`src/rtl/module_status_receiver.sv`:
```
// module_status_receiver: 8N1 UART frame receiver with a per-module
// status register bank and a millisecond watchdog per slot.
//
// Ports:
//   CLOCK_50      system clock, rising edge
//   RESET_N       async active-low reset
//   UART_RXD      serial input, idle high, asynchronous
//   MODULE_STATUS slot i at [4*i+3:4*i]
//   MODULE_VALID  bit i set while slot i holds a fresh report
//   FRAME_OK      1-cycle pulse on an accepted frame
//   FRAME_ERR     1-cycle pulse on framing/ID/nibble/checksum error
//
// Frame format: A5, ID, STAT, A5^ID^STAT.

module module_status_receiver #(
  parameter int unsigned CLK_HZ       = 50_000_000,
  parameter int unsigned BAUD         = 115200,
  parameter int unsigned NUM_MODULES  = 4,
  parameter int unsigned TIMEOUT_MS   = 2000,
  parameter logic [3:0]  OFFLINE_CODE = 4'hF
) (
  input  logic                     CLOCK_50,
  input  logic                     RESET_N,
  input  logic                     UART_RXD,
  output logic [4*NUM_MODULES-1:0] MODULE_STATUS,
  output logic [NUM_MODULES-1:0]   MODULE_VALID,
  output logic                     FRAME_OK,
  output logic                     FRAME_ERR
);

  localparam int unsigned CPB     = CLK_HZ / BAUD;
  localparam int unsigned HALF    = CPB / 2;
  localparam int unsigned MS_CLKS = CLK_HZ / 1000;
  localparam int          CW      = $clog2(CPB + 1);
  localparam int          PW      = $clog2(MS_CLKS + 1);

  localparam logic [CW-1:0] CPB_M1  = CW'(CPB - 1);
  localparam logic [CW-1:0] HALF_M1 = CW'(HALF - 1);
  localparam logic [PW-1:0] MS_M1   = PW'(MS_CLKS - 1);
  localparam logic [15:0]   TMO     = 16'(TIMEOUT_MS);
  localparam logic [15:0]   TMO_M1  = 16'(TIMEOUT_MS - 1);
  localparam logic [7:0]    HDR     = 8'hA5;

  typedef enum logic [1:0] {
    RX_IDLE, RX_START, RX_DATA, RX_STOP
  } rx_state_t;

  typedef enum logic [1:0] {
    HUNT, GOT_HDR, GOT_ID, GOT_STAT
  } p_state_t;

  // ---------------- input synchronizer ----------------
  logic rx_meta, rx_sync, rx_prev;
  logic rx_fall;

  always_ff @(posedge CLOCK_50 or negedge RESET_N) begin
    if (!RESET_N) begin
      rx_meta <= 1'b1;
      rx_sync <= 1'b1;
      rx_prev <= 1'b1;
    end else begin
      rx_meta <= UART_RXD;
      rx_sync <= rx_meta;
      rx_prev <= rx_sync;
    end
  end

  // A start needs a high-to-low edge, so after a framing
  // error the FSM naturally waits for the line to go high.
  assign rx_fall = rx_prev & ~rx_sync;

  // ---------------- UART FSM ----------------
  rx_state_t        rx_state, rx_next;
  logic [CW-1:0]    rx_cnt;
  logic [2:0]       bit_idx;
  logic [7:0]       rx_shift;
  logic             cnt_done;
  logic             byte_valid;
  logic             frame_bad;

  always_ff @(posedge CLOCK_50 or negedge RESET_N) begin
    if (!RESET_N) rx_state <= RX_IDLE;
    else          rx_state <= rx_next;
  end

  always_comb begin
    cnt_done = 1'b0;
    unique case (rx_state)
      RX_START:         cnt_done = (rx_cnt == HALF_M1);
      RX_DATA, RX_STOP: cnt_done = (rx_cnt == CPB_M1);
      default:          cnt_done = 1'b0;
    endcase
  end

  always_comb begin
    rx_next = rx_state;
    unique case (rx_state)
      RX_IDLE:  if (rx_fall) rx_next = RX_START;
      RX_START: if (cnt_done)
                  rx_next = rx_sync ? RX_IDLE : RX_DATA;
      RX_DATA:  if (cnt_done && bit_idx == 3'd7)
                  rx_next = RX_STOP;
      RX_STOP:  if (cnt_done) rx_next = RX_IDLE;
      default:  rx_next = RX_IDLE;
    endcase
  end

  always_comb begin
    byte_valid = 1'b0;
    frame_bad  = 1'b0;
    if (rx_state == RX_STOP && cnt_done) begin
      byte_valid = rx_sync;
      frame_bad  = ~rx_sync;
    end
  end

  always_ff @(posedge CLOCK_50 or negedge RESET_N) begin
    if (!RESET_N) begin
      rx_cnt   <= '0;
      bit_idx  <= '0;
      rx_shift <= '0;
    end else begin
      if (rx_state == RX_IDLE || cnt_done) rx_cnt <= '0;
      else                                 rx_cnt <= rx_cnt + 1'b1;
      if (rx_state == RX_START) begin
        bit_idx <= '0;
      end else if (rx_state == RX_DATA && cnt_done) begin
        rx_shift <= {rx_sync, rx_shift[7:1]};
        bit_idx  <= bit_idx + 1'b1;
      end
    end
  end

  // ---------------- frame parser ----------------
  p_state_t   p_state, p_next;
  logic [7:0] id_q, stat_q;
  logic       id_bad, stat_bad, sum_ok;
  logic       p_accept, p_err;

  assign id_bad   = (rx_shift >= 8'(NUM_MODULES));
  assign stat_bad = |rx_shift[7:4];
  assign sum_ok   = (rx_shift == (HDR ^ id_q ^ stat_q));

  always_ff @(posedge CLOCK_50 or negedge RESET_N) begin
    if (!RESET_N) p_state <= HUNT;
    else          p_state <= p_next;
  end

  always_comb begin
    p_next = p_state;
    if (frame_bad) begin
      p_next = HUNT;
    end else if (byte_valid) begin
      unique case (p_state)
        HUNT:     if (rx_shift == HDR) p_next = GOT_HDR;
        GOT_HDR:  p_next = id_bad ? HUNT : GOT_ID;
        GOT_ID:   p_next = stat_bad ? HUNT : GOT_STAT;
        GOT_STAT: p_next = HUNT;
        default:  p_next = HUNT;
      endcase
    end
  end

  always_comb begin
    p_accept = 1'b0;
    p_err    = 1'b0;
    if (byte_valid) begin
      unique case (p_state)
        GOT_HDR:  p_err = id_bad;
        GOT_ID:   p_err = stat_bad;
        GOT_STAT: begin
          p_accept = sum_ok;
          p_err    = ~sum_ok;
        end
        default: ;
      endcase
    end
  end

  always_ff @(posedge CLOCK_50 or negedge RESET_N) begin
    if (!RESET_N) begin
      id_q   <= '0;
      stat_q <= '0;
    end else if (byte_valid) begin
      if (p_state == GOT_HDR) id_q   <= rx_shift;
      if (p_state == GOT_ID)  stat_q <= rx_shift;
    end
  end

  always_ff @(posedge CLOCK_50 or negedge RESET_N) begin
    if (!RESET_N) begin
      FRAME_OK  <= 1'b0;
      FRAME_ERR <= 1'b0;
    end else begin
      FRAME_OK  <= p_accept;
      FRAME_ERR <= p_err | frame_bad;
    end
  end

  // ---------------- ms prescaler ----------------
  logic [PW-1:0] pre_cnt;
  logic          ms_tick;

  assign ms_tick = (pre_cnt == MS_M1);

  always_ff @(posedge CLOCK_50 or negedge RESET_N) begin
    if (!RESET_N)     pre_cnt <= '0;
    else if (ms_tick) pre_cnt <= '0;
    else              pre_cnt <= pre_cnt + 1'b1;
  end

  // ---------------- status slots ----------------
  for (genvar i = 0; i < NUM_MODULES; i++) begin : g_slot
    logic        hit;
    logic [15:0] ms_cnt;
    logic [3:0]  stat_r;
    logic        val_r;

    assign hit = p_accept && (id_q == 8'(i));

    // Accept has priority over a same-cycle timeout.
    always_ff @(posedge CLOCK_50 or negedge RESET_N) begin
      if (!RESET_N) begin
        ms_cnt <= '0;
        stat_r <= OFFLINE_CODE;
        val_r  <= 1'b0;
      end else if (hit) begin
        ms_cnt <= '0;
        stat_r <= stat_q[3:0];
        val_r  <= 1'b1;
      end else if (ms_tick && ms_cnt != TMO) begin
        ms_cnt <= ms_cnt + 1'b1;
        if (ms_cnt == TMO_M1) begin
          stat_r <= OFFLINE_CODE;
          val_r  <= 1'b0;
        end
      end
    end

    assign MODULE_STATUS[4*i +: 4] = stat_r;
    assign MODULE_VALID[i]         = val_r;
  end

endmodule
```
`config.mk`:
```
export PLATFORM = sky130hd
export DESIGN_NAME = module_status_receiver
export DESIGN_NICKNAME = d
export VERILOG_FILES = /design/src/rtl/module_status_receiver.sv
export SDC_FILE = /design/constraint.sdc
export NUM_CORES = 1
export LEC_CHECK = 0
export BUFFER_PORTS_ARGS = -buffer_cell sky130_fd_sc_hd__buf_2
export CAP_MARGIN = 20
export CORE_MARGIN = 8
export CORE_UTILIZATION = 42
export DETAILED_ROUTE_END_ITERATION = 12
export GPL_ROUTABILITY_DRIVEN = 0
export HOLD_SLACK_MARGIN = 0.12
export PLACE_DENSITY = 0.7
export SETUP_SLACK_MARGIN = 0.15
export SYNTH_ARGS = -nofsm -noshare
export SYNTH_HDL_FRONTEND = slang
export SYNTH_SLANG_ARGS = --single-unit
```
`constraint.sdc`:
```
create_clock -name CLOCK_50 -period 3.3 [get_ports CLOCK_50]
set_clock_uncertainty 0.1 [all_clocks]
set_input_delay 0.33 -clock CLOCK_50 [delete_from_list [all_inputs] [get_ports CLOCK_50]]
set_output_delay 0.33 -clock CLOCK_50 [all_outputs]
set_load 0.005 [all_outputs]
```
Word level (Yosys, flattened, before mapping)
Cells that the tools add are included.
{"block": "classes", "n_div": 0, "eq_ne": 28, "addsub": 7, "shift": 0, "n_bitwise": 7, "order_cmp": 1, "n_mux": 55, "mul": 0, "reduce_logical": 36}
{"operator": "$mux W16", "count": 9}
{"operator": "$add A16 B1 Y16 const B", "count": 5}
{"operator": "$eq A16 B11 Y1 const B", "count": 4}
{"operator": "$ne A16 B11 Y1 const B", "count": 4}
{"operator": "$mux W4", "count": 12}
{"operator": "$mux W2", "count": 10}
{"operator": "$reduce_bool A2 Y1", "count": 10}
{"operator": "$mux W1", "count": 17}
{"operator": "$eq A16 B16 Y1 const B", "count": 1}
{"operator": "$eq A8 B2 Y1 const B", "count": 2}
{"operator": "$pmux W2 S4", "count": 2}
{"operator": "$reduce_and A2 Y1", "count": 8}
{"operator": "$logic_and A1 B1 Y1", "count": 11}
{"operator": "$add A9 B1 Y9 const B", "count": 1}
{"operator": "$eq A9 B8 Y1 const B", "count": 1}
{"operator": "$eq A9 B9 Y1 const B", "count": 1}
{"operator": "$mux W9", "count": 1}
{"operator": "$eq A2 B2 Y1 const B", "count": 4}
{"operator": "$eq A8 B1 Y1 const B", "count": 1}
{"operator": "$eq A8 B8 Y1", "count": 1}
{"operator": "$eq A8 B8 Y1 const B", "count": 1}
{"operator": "$ge A8 B3 Y1 const B", "count": 1}
{"operator": "$logic_not A8 Y1", "count": 1}
{"operator": "$ne A2 B2 Y1 const B", "count": 4}
{"operator": "17 further kinds", "count": 22}
{"block": "word_totals", "mem_count": 0, "romBits": 0, "ff_bits": 145, "inputBits": 3, "mem_bits_rw": 0, "latch_bits": 0}

Logic depth before layout (Yosys ltp)
Gate-level depths: netlist (run 1).
{"block": "logic_depth", "ltp_word": 9, "ltp_mapped": 10}

Worst setup path after synthesis (run 1)
OpenSTA, ideal clock, no wires.
{"block": "synth_path", "path_type": "reg-to-reg", "startpoint": "reg id_q[5]", "endpoint": "reg g_slot[3].stat_r[1]", "path_slack_ps": 764, "setup_time_ps": 75, "path_stages_with_launch": 7, "t_arrival_ps": 2361, "n_path_buf": 1, "cell_sequence": "dfrtp_1 -> xnor3_1 -> or4_1 -> or3_4 -> nor4_4 -> buf_6 -> mux2i_1"}
{"block": "synth_between", "elab_chain_len": 8}
{"element": "start, declared", "line_no": "136", "rtl": "logic [7:0] id_q, stat_q;"}
{"element": "start signal, assigned", "line_no": "185", "rtl": "if (p_state == GOT_HDR) id_q <= rx_shift;"}
{"element": "$not A4 Y4 (no line)"}
{"element": "$xor A8 B8 Y8", "line_no": "142", "rtl": "assign sum_ok = (rx_shift == (HDR ^ id_q ^ stat_q));"}
{"element": "$eq A8 B8 Y1", "line_no": "142"}
{"element": "$mux W1", "line_no": "168", "rtl": "unique case (p_state)"}
{"element": "$mux W1", "line_no": "167", "rtl": "if (byte_valid) begin"}
{"element": "$logic_and A1 B1 Y1 *", "line_no": "219", "rtl": "assign hit = p_accept && (id_q == 8'(i));"}
{"element": "$reduce_bool A2 Y1 (no line)"}
{"element": "$reduce_and A2 Y1 (no line)"}
{"element": "end signal, assigned", "line_no": "229", "rtl": "stat_r <= stat_q[3:0];"}
{"element": "end, declared", "line_no": "216", "rtl": "logic [3:0] stat_r;"}
Every way passes the cells marked *; elsewhere a longest branch is shown, timed or not.
A chain may end at the register's enable or synchronous reset.

Final worst setup path (run 1)
{"block": "layout_path", "startpoint": "reg id_q[2]", "endpoint": "reg g_slot[1].stat_r[2]"}
{"block": "layout_between", "elab_chain_len": 8}
{"element": "$not A4 Y4 (no line)"}
{"element": "$xor A8 B8 Y8", "line_no": "142"}
{"element": "$eq A8 B8 Y1", "line_no": "142"}
{"element": "$mux W1", "line_no": "168"}
{"element": "$mux W1", "line_no": "167"}
{"element": "$logic_and A1 B1 Y1 *", "line_no": "219"}
{"element": "$reduce_bool A2 Y1 (no line)"}
{"element": "$reduce_and A2 Y1 (no line)"}
{"element": "end signal, assigned", "line_no": "229"}
{"element": "end, declared", "line_no": "216"}
Marks and branches as above.

==> results of run 1 <==
-- flip-flops by register name (all words and copies together) (netlist names), named ones only --
register       count
bit_idx            3
rx_state           1
g_slot.stat_r     16
rx_sync            1
pre_cnt           16
FRAME_OK           1
rx_shift           8
rx_prev            1
id_q               8
p_state            2
g_slot.ms_cnt     64
FRAME_ERR          1
g_slot.val_r       4
stat_q             8
rx_meta            1
rx_cnt             9
-- worst min-delay path by stage --
stage	start	to	slack [ns]	cells past startpoint
floorplan	RESET_N	FRAME_ERR	-0.07	0
global placement	rx_meta	rx_sync	0.25	0
detailed placement	rx_meta	rx_sync	0.25	0
CTS	rx_meta	rx_sync	0.26	0
global route	rx_meta	rx_sync	0.26	0
finish	rx_meta	rx_sync	0.26	0
-- through the flow --
step                      instances  hold WS [ns]  area, um^2
after floorplan                 686       -0.0656        7260
after global placement          925         0.246        7670
after detailed placement        925         0.248        7670
after CTS                       959         0.258        8300
after global routing            959         0.258        8300
final                           959         0.255        8300
-- power by group through the flow --
stage / clock network [mW] / logic [mW] / registers (mW)
4_1_cts: 2.04 / 0.140 / 1.88
3_3_place_gp: 0 / 0.133 / 1.91
3_5_place_dp: 0 / 0.136 / 1.91
5_1_grt: 2.12 / 0.156 / 1.89
2_1_floorplan: 0 / 0.0856 / 1.89
6_report: 2.00 / 0.136 / 1.88
-- metal layers --
metal / share of wire (%) / wire [um] / track usage, %
met1: 48 / 6860 / 17.8
met2: 47 / 6770 / 21.9
met3: 3.3 / 479 / 3.85
met4: 1.6 / 233 / 4.69
met5: 0 / 0 / 0
-- cells in the final DEF, fill, tap and decap left out, types with 12 or more instances in the layout --
cell type                   synthesis  layout
sky130_fd_sc_hd__dfrtp_1          126     126
sky130_fd_sc_hd__nand2_1           27      27
sky130_fd_sc_hd__nor4_1            21      21
sky130_fd_sc_hd__dfstp_2           19      19
sky130_fd_sc_hd__ha_1              12      12
sky130_fd_sc_hd__nand3_1           39      39
sky130_fd_sc_hd__nand4_1           26      26
sky130_fd_sc_hd__buf_2              5      23
sky130_fd_sc_hd__nor3_1            23      23
sky130_fd_sc_hd__mux2_2            25      25
sky130_fd_sc_hd__nor2_1           113     113
sky130_fd_sc_hd__xor2_1            31      31
sky130_fd_sc_hd__inv_1             32      32
sky130_fd_sc_hd__mux2i_1           22      22
sky130_fd_sc_hd__clkbuf_16          0      17
sky130_fd_sc_hd__buf_4              6      17
sky130_fd_sc_hd__xnor2_1           45      45
-- layout make-up --
type / count / area [um^2] / share of cell area, %
Sequential cell: 145 / 3650 / 44.0
Multi-Input combinational cell: 481 / 3340 / 40.3
Clock buffer: 18 / 439 / 5.29
Timing Repair Buffer: 44 / 294 / 3.54
Tap cell: 225 / 282 / 3.39
Clock inverter: 14 / 174 / 2.09
Inverter: 32 / 120 / 1.45
-- repair_timing --
action | in CTS | in global routing
hold endpoints to repair | 62 | 0
setup buffers | 0 | 0
hold buffers | 2 | 0
-- critical path, delay by kind of cell (launching register included) --
kind / cells / cell delay [ns]
xor+xnor: 1 / 0.41
buf+inv: 1 / 0.30
flops: 1 / 0.38
simple gates: 3 / 1.28
mux: 1 / 0.24
-- cell families after synthesis --
family                   after synthesis
AO/OA/AOI/OAI                         36
XOR/XNOR                              84
adder cells (fa/ha/maj)               12
buffers and inverters                 60
flip-flops                           145
multiplexers                          47
AND/OR/NAND/NOR                      302
==> Implementation_results.wiki, run 1 <==
{| class="wikitable"
! Metric !! Value
|-
| Final setup violation count || 0
|-
| Ordered cell list for the critical path || xnor3_1, or4_1, or3_4, nor4_4, buf_4, mux2i_1
|-
| Simple-gate area share of the yosys netlist || 21.9%
|-
| Worst setup path endpoint || g_slot[1].stat_r[2]
|-
| Die Span Y || 148 um
|-
| Clock root cell || sky130_fd_sc_hd__clkbuf_16
|-
| Post-Route Utilization || 48.5%
|-
| Yosys synthesis warning count || 0
|-
| Maximum clock frequency || 360 MHz
|-
| Result of the run || completed
|-
| Initial drt markers || 279
|-
| First-pass GRT wire length || 24.4 mm
|-
| Core ar. || 17100 um^2
|-
| PD cells || 483 nW/um^2
|-
| Final critical-path required period || 2.78 ns
|-
| Fill cell total of the finished layout || 1563
|-
| Resized cells post-CTS || 0
|-
| Prevailing post-synth register cell || sky130_fd_sc_hd__dfrtp_1
|-
| Clock network fraction of total power || 49.8%
|-
| Number of levels in the clock H-tree || 4
|-
| Worst Reg2Reg Path Length in Cells || 6
|-
| Cell taking the most area after synthesis || sky130_fd_sc_hd__dfrtp_1
|-
| Mean post-synth cell area || 10.6 um^2
|-
| Kind of capture point of the worst setup path || flop
|-
| Overall track demand over capacity in global routing || 13.8%
|-
| Die outline width || 148 um
|-
| Fraction of power consumed by combinational cells || 3.4%
|-
| Share of synthesized flip-flops with an asynchronous set or reset || 100%
|-
| Average detailed-routed wire length per instance || 15.0 um
|-
| Source-to-sink clock delay at the later pin of the worst-skew pair || 0.42 ns
|-
| Number of global-route vias before repair || 5019
|-
| Area growth from synthesis to layout || 14.3%
|-
| Post-synth design cell area || 7260 um^2
|-
| Boundary Pins || 25
|-
| Total Negative Setup Slacks || 0 ns
|-
| Tcrit/Tclk final || 84.2%
|-
| Required time at the endpoint of the critical path || 3.54 ns
|-
| Detailed-route vias per instance || 5.26
|-
| Hpwl dp || 9.74 mm
|-
| Number of detailed-routing iterations run before antenna repair || 4
|-
| Final total power || 4.01 mW
|-
| Most frequent cell after synthesis || sky130_fd_sc_hd__dfrtp_1
|-
| Worst setup timing slack at the placement stage || 0.533 ns
|-
| Critical register-to-register path endpoint || g_slot[1].stat_r[2]
|-
| Antenna violations before repair || 0
|-
| Synthesized-area fraction occupied by xor and xnor cells || 11.7%
|-
| Synthesized netlist net count || 701
|-
| Post-synthesis sequential area ratio || 50.3%
|-
| Worst hold path type || reg2reg
|-
| Seq pwr share || 46.8%
|-
| Synthesis-stage register bit count || 145
|-
| Slew headroom || 27.8%
|-
| Count of nets after finishing || 736
|-
| Top cells by count, synth || 126 x sky130_fd_sc_hd__dfrtp_1, 113 x sky130_fd_sc_hd__nor2_1, 45 x sky130_fd_sc_hd__xnor2_1
|-
| CP max FO || 21
|-
| Critical path type || reg2reg
|-
| Leading post-synthesis cells by cell area || sky130_fd_sc_hd__dfrtp_1 43%, sky130_fd_sc_hd__dfstp_2 6.9%, sky130_fd_sc_hd__nor2_1 5.8%
|-
| Critical-path top delay cell || sky130_fd_sc_hd__or4_1
|-
| Maximum ir drop on the vdd rail || 0.440 mV
|-
| Remaining DRCs || 0
|-
| Slew at the pin closest to its max-slew limit || 1.07 ns
|-
| Synth Area in Compound Gates || 3.43%
|-
| Library cells used by synthesis || 52
|-
| Switching share of power || 22.7%
|-
| Number of synthesized flops with an enable pin || 0
|-
| Dominant combinational cell family by area after synthesis || simple AND/OR/NAND/NOR gates
|-
| Arrival @ worst endpoint || 3.02 ns
|-
| Clock net sink count || 145
|-
| Leakage power of the design || 3.62 nW
|-
| Antenna cells || 0
|-
| Fraction of synthesized area in multiplexers || 6.91%
|-
| Max stage delay on crit path || 0.54 ns
|-
| Routed Antenna Nets || 0
|-
| CTS buffer count || 17
|-
| Max clock buf depth || 2
|-
| Fin worst setup slack || 0.521 ns
|-
| Critical path launch point || id_q[2]
|-
| Crit path launch type || flop
|-
| Clock slew seen by the registers of the worst setup and hold paths || 0.06 ns
|-
| GR Overflow Total || 0
|-
| Ratio of cells with drive above 1 in the final layout || 17.3%
|-
| Die Footprint || 21800 um^2
|-
| Start of the worst register-to-register path || id_q[2]
|-
| Post-synthesis adder-cell area fraction || 2.07%
|-
| Starting Density || 42.4%
|-
| # Max-Cap Violations || 0
|-
| R2R Setup Slk || 0.52 ns
|-
| Fraction of synthesized cell area taken by the top area cell type || 43.4%
|-
| Maximum number of pins on one net before global-route repair || 74
|-
| Port bufs || 24
|-
| Number of vias in the routed layout || 5048
|-
| TritonCTS clock tree || built
|-
| Total net switching power || 910 uW
|-
| Unrepaired setup endpoints after global routing || false
|-
| Synthesized instance count || 686
|-
| Final hold violations || 0
|-
| Number of core rows || 48
|-
| Final count of pins violating max slew || 0
|-
| Design internal power || 3.10 mW
|-
| Final wirelength || 14.3 mm
|}
Note: power is estimated with default switching activity, not from simulation.
==> run 2, diff against run 1 <==
PLACE_DENSITY = 0.72   (was 0.7)
clock period = 2.5 ns   (was 3.3 ns; I/O delays follow)
==> run 2 against run 1 <==
The flow now finishes with violations (negative setup slack). Setup slack worse by 0.58 ns. Worst hold slack hardly changed. Non-clock buffer count is 43 higher. First-iteration DRC count is 47% higher. Final area is 9.9% higher. Global-route usage is 0.48 points higher. Power is 39% higher. Sequential share of layout area is 4.0 points lower. Utilization is 4.8 points higher.
==> Implementation_results.wiki, run 2 (synthesized netlist as in run 1, its figures left out) <==
{| class="wikitable"
! Metric !! Value
|-
| Flip-flop count of the largest register after layout || 64
|-
| CTS buffer count || 17
|-
| Number of detailed-routing iterations run before antenna repair || 6
|-
| Ratio of cells with drive above 1 in the final layout || 27.5%
|-
| Clock root cell || sky130_fd_sc_hd__clkbuf_16
|-
| Initial drt markers || 411
|-
| Starting Density || 42.4%
|-
| GR Overflow Total || 0
|-
| First-pass GRT wire length || 25.2 mm
|-
| Boundary Pins || 25
|-
| Final setup violation count || 34
|-
| Final critical-path required period || 2.56 ns
|-
| Average detailed-routed wire length per instance || 15.9 um
|-
| Non-filler cells in the finished layout || 1002
|-
| PD cells || 610 nW/um^2
|-
| Remaining DRCs || 0
|-
| Die Footprint || 21800 um^2
|-
| Worst setup timing slack at the placement stage || -0.0335 ns
|-
| Ordered cell list for the critical path || xnor3_1, or4_4, or3_4, nor3_4, buf_6, clkbuf_16, nor2_4
|-
| Maximum clock frequency || 391 MHz
|-
| Clock slew seen by the registers of the worst setup and hold paths || 0.06 ns
|-
| Tcrit/Tclk final || 102%
|-
| Placed cell area || 8000 um^2
|-
| Number of vias in the routed layout || 5289
|-
| Final count of pins violating max slew || 0
|-
| Arrival @ worst endpoint || 2.76 ns
|-
| Max stage delay on crit path || 0.55 ns
|-
| Number of levels in the clock H-tree || 4
|-
| Final total power || 5.57 mW
|-
| Number of instances in the placed design || 951
|-
| Post-Route Utilization || 53.3%
|-
| Final-layout worst hold slack || 0.255 ns
|-
| Antenna violations before repair || 0
|-
| Worst hold path type || reg2reg
|-
| Fin worst setup slack || -0.0557 ns
|-
| Die Span Y || 148 um
|-
| Leakage power of the design || 3.92 nW
|-
| Register bank with the most flops || g_slot.ms_cnt
|-
| Max clock buf depth || 2
|-
| Core ar. || 17100 um^2
|-
| Number of core rows || 48
|-
| Source-to-sink clock delay at the later pin of the worst-skew pair || 0.43 ns
|-
| Final wirelength || 16.0 mm
|-
| Port bufs || 24
|-
| Commonest cells after routing, fill and taps aside || 126 x sky130_fd_sc_hd__dfrtp_1, 81 x sky130_fd_sc_hd__nor2_1, 45 x sky130_fd_sc_hd__xnor2_1
|-
| Count of nets after finishing || 779
|-
| Area growth from synthesis to layout || 25.6%
|-
| Critical-path top delay cell || sky130_fd_sc_hd__or4_4
|-
| Fill cell total of the finished layout || 1431
|-
| Critical path type || reg2reg
|-
| Total Negative Setup Slacks || -0.713 ns
|-
| Hpwl dp || 10.0 mm
|-
| Most frequent standard cell in the layout excluding fill and tap cells || sky130_fd_sc_hd__dfrtp_1
|-
| # Max-Cap Violations || 0
|-
| Crit path launch type || flop
|-
| Maximum number of pins on one net before global-route repair || 58
|-
| Result of the run || finished, violations left
|-
| TritonCTS clock tree || built
|-
| Final hold violations || 0
|-
| Overall track demand over capacity in global routing || 14.3%
|-
| Required time at the endpoint of the critical path || 2.70 ns
|-
| Clock net sink count || 145
|-
| Routed Antenna Nets || 0
|-
| Antenna cells || 0
|-
| Kind of capture point of the worst setup path || flop
|-
| Maximum ir drop on the vdd rail || 0.505 mV
|-
| CP max FO || 5
|-
| Cell area after layout || 9130 um^2
|-
| Top Registers || g_slot.ms_cnt (64), g_slot.stat_r (16), pre_cnt (16)
|-
| Slew headroom || 50.8%
|-
| Slew at the pin closest to its max-slew limit || 0.729 ns
|-
| Number of global-route vias before repair || 5122
|-
| Detailed-route vias per instance || 5.28
|-
| Die outline width || 148 um
|-
| Violations in the final reports || negative setup slack
|-
| Unrepaired setup endpoints after global routing || true
|}
run 2: changes by cell type in the layout (fill, tap and decap cells not counted), sizes merged:
cell      before  now
buf           42   81
clkbuf        18   22
bufinv         3    5
clkinv         4    2
clkinvlp       1    3
inv           38   36
run 2: path summary, 6_finish.rpt:
check / startpoint / slack (ns) / end / cells after the start
hold reg to reg: rx_meta / 0.26 / rx_sync / 0
setup reg to reg: stat_q[5] / -0.06 / g_slot[0].ms_cnt[9] / 7
hold / removal: rx_meta / 0.26 / rx_sync / 0
min in group asynchronous: RESET_N / 0.28 / g_slot[0].ms_cnt[5] / 2
setup / recovery: stat_q[5] / -0.06 / g_slot[0].ms_cnt[9] / 7
max in group asynchronous: RESET_N / 1.29 / g_slot[3].stat_r[2] / 3
run 2: final cells by class:
type | count | area (um^2) | share of cell area, %
sequential | 145 | 3650 | 40.0
clock inverter | 14 | 228 | 2.49
clock buffer | 18 | 429 | 4.70
multi-input combinational | 481 | 3600 | 39.4
tap | 225 | 282 | 3.08
inverter | 32 | 120 | 1.32
timing repair buffer | 87 | 821 | 8.99
run 2: critical path: cells and delay by family (launching register included):
kind,cells,cell delay [ns]
flip-flops,1,0.35
buffers and inverters,2,0.33
AND/OR/NAND/NOR,4,1.25
XOR/XNOR,1,0.39
run 2: repair_timing:
action	in CTS	in global routing
endpoints found under the hold margin	56	0
cloned	0	7
setup endpoints to repair	99	92
gates resized for setup	17	52
setup buffers	1	9
hold buffers	2	0
pin swaps	2	25
run 2: layer usage:
metal	routed length (um)	track usage [%]	share of wire [%]
met1	7460	18.8	47
met4	148	4.08	0.93
met3	651	3.58	4.1
met5	0	0	0
met2	7720	22.9	48
run 2: power by group:
| group | internal (mW) | switching (mW) | leakage [nW] |
|---|---|---|---|
| Clock | 1.79 | 1.03 | 0.310 |
| Sequential | 2.41 | 0.0318 | 1.92 |
| Combinational | 0.146 | 0.167 | 1.69 |
| Total | 4.34 | 1.23 | 3.92 |
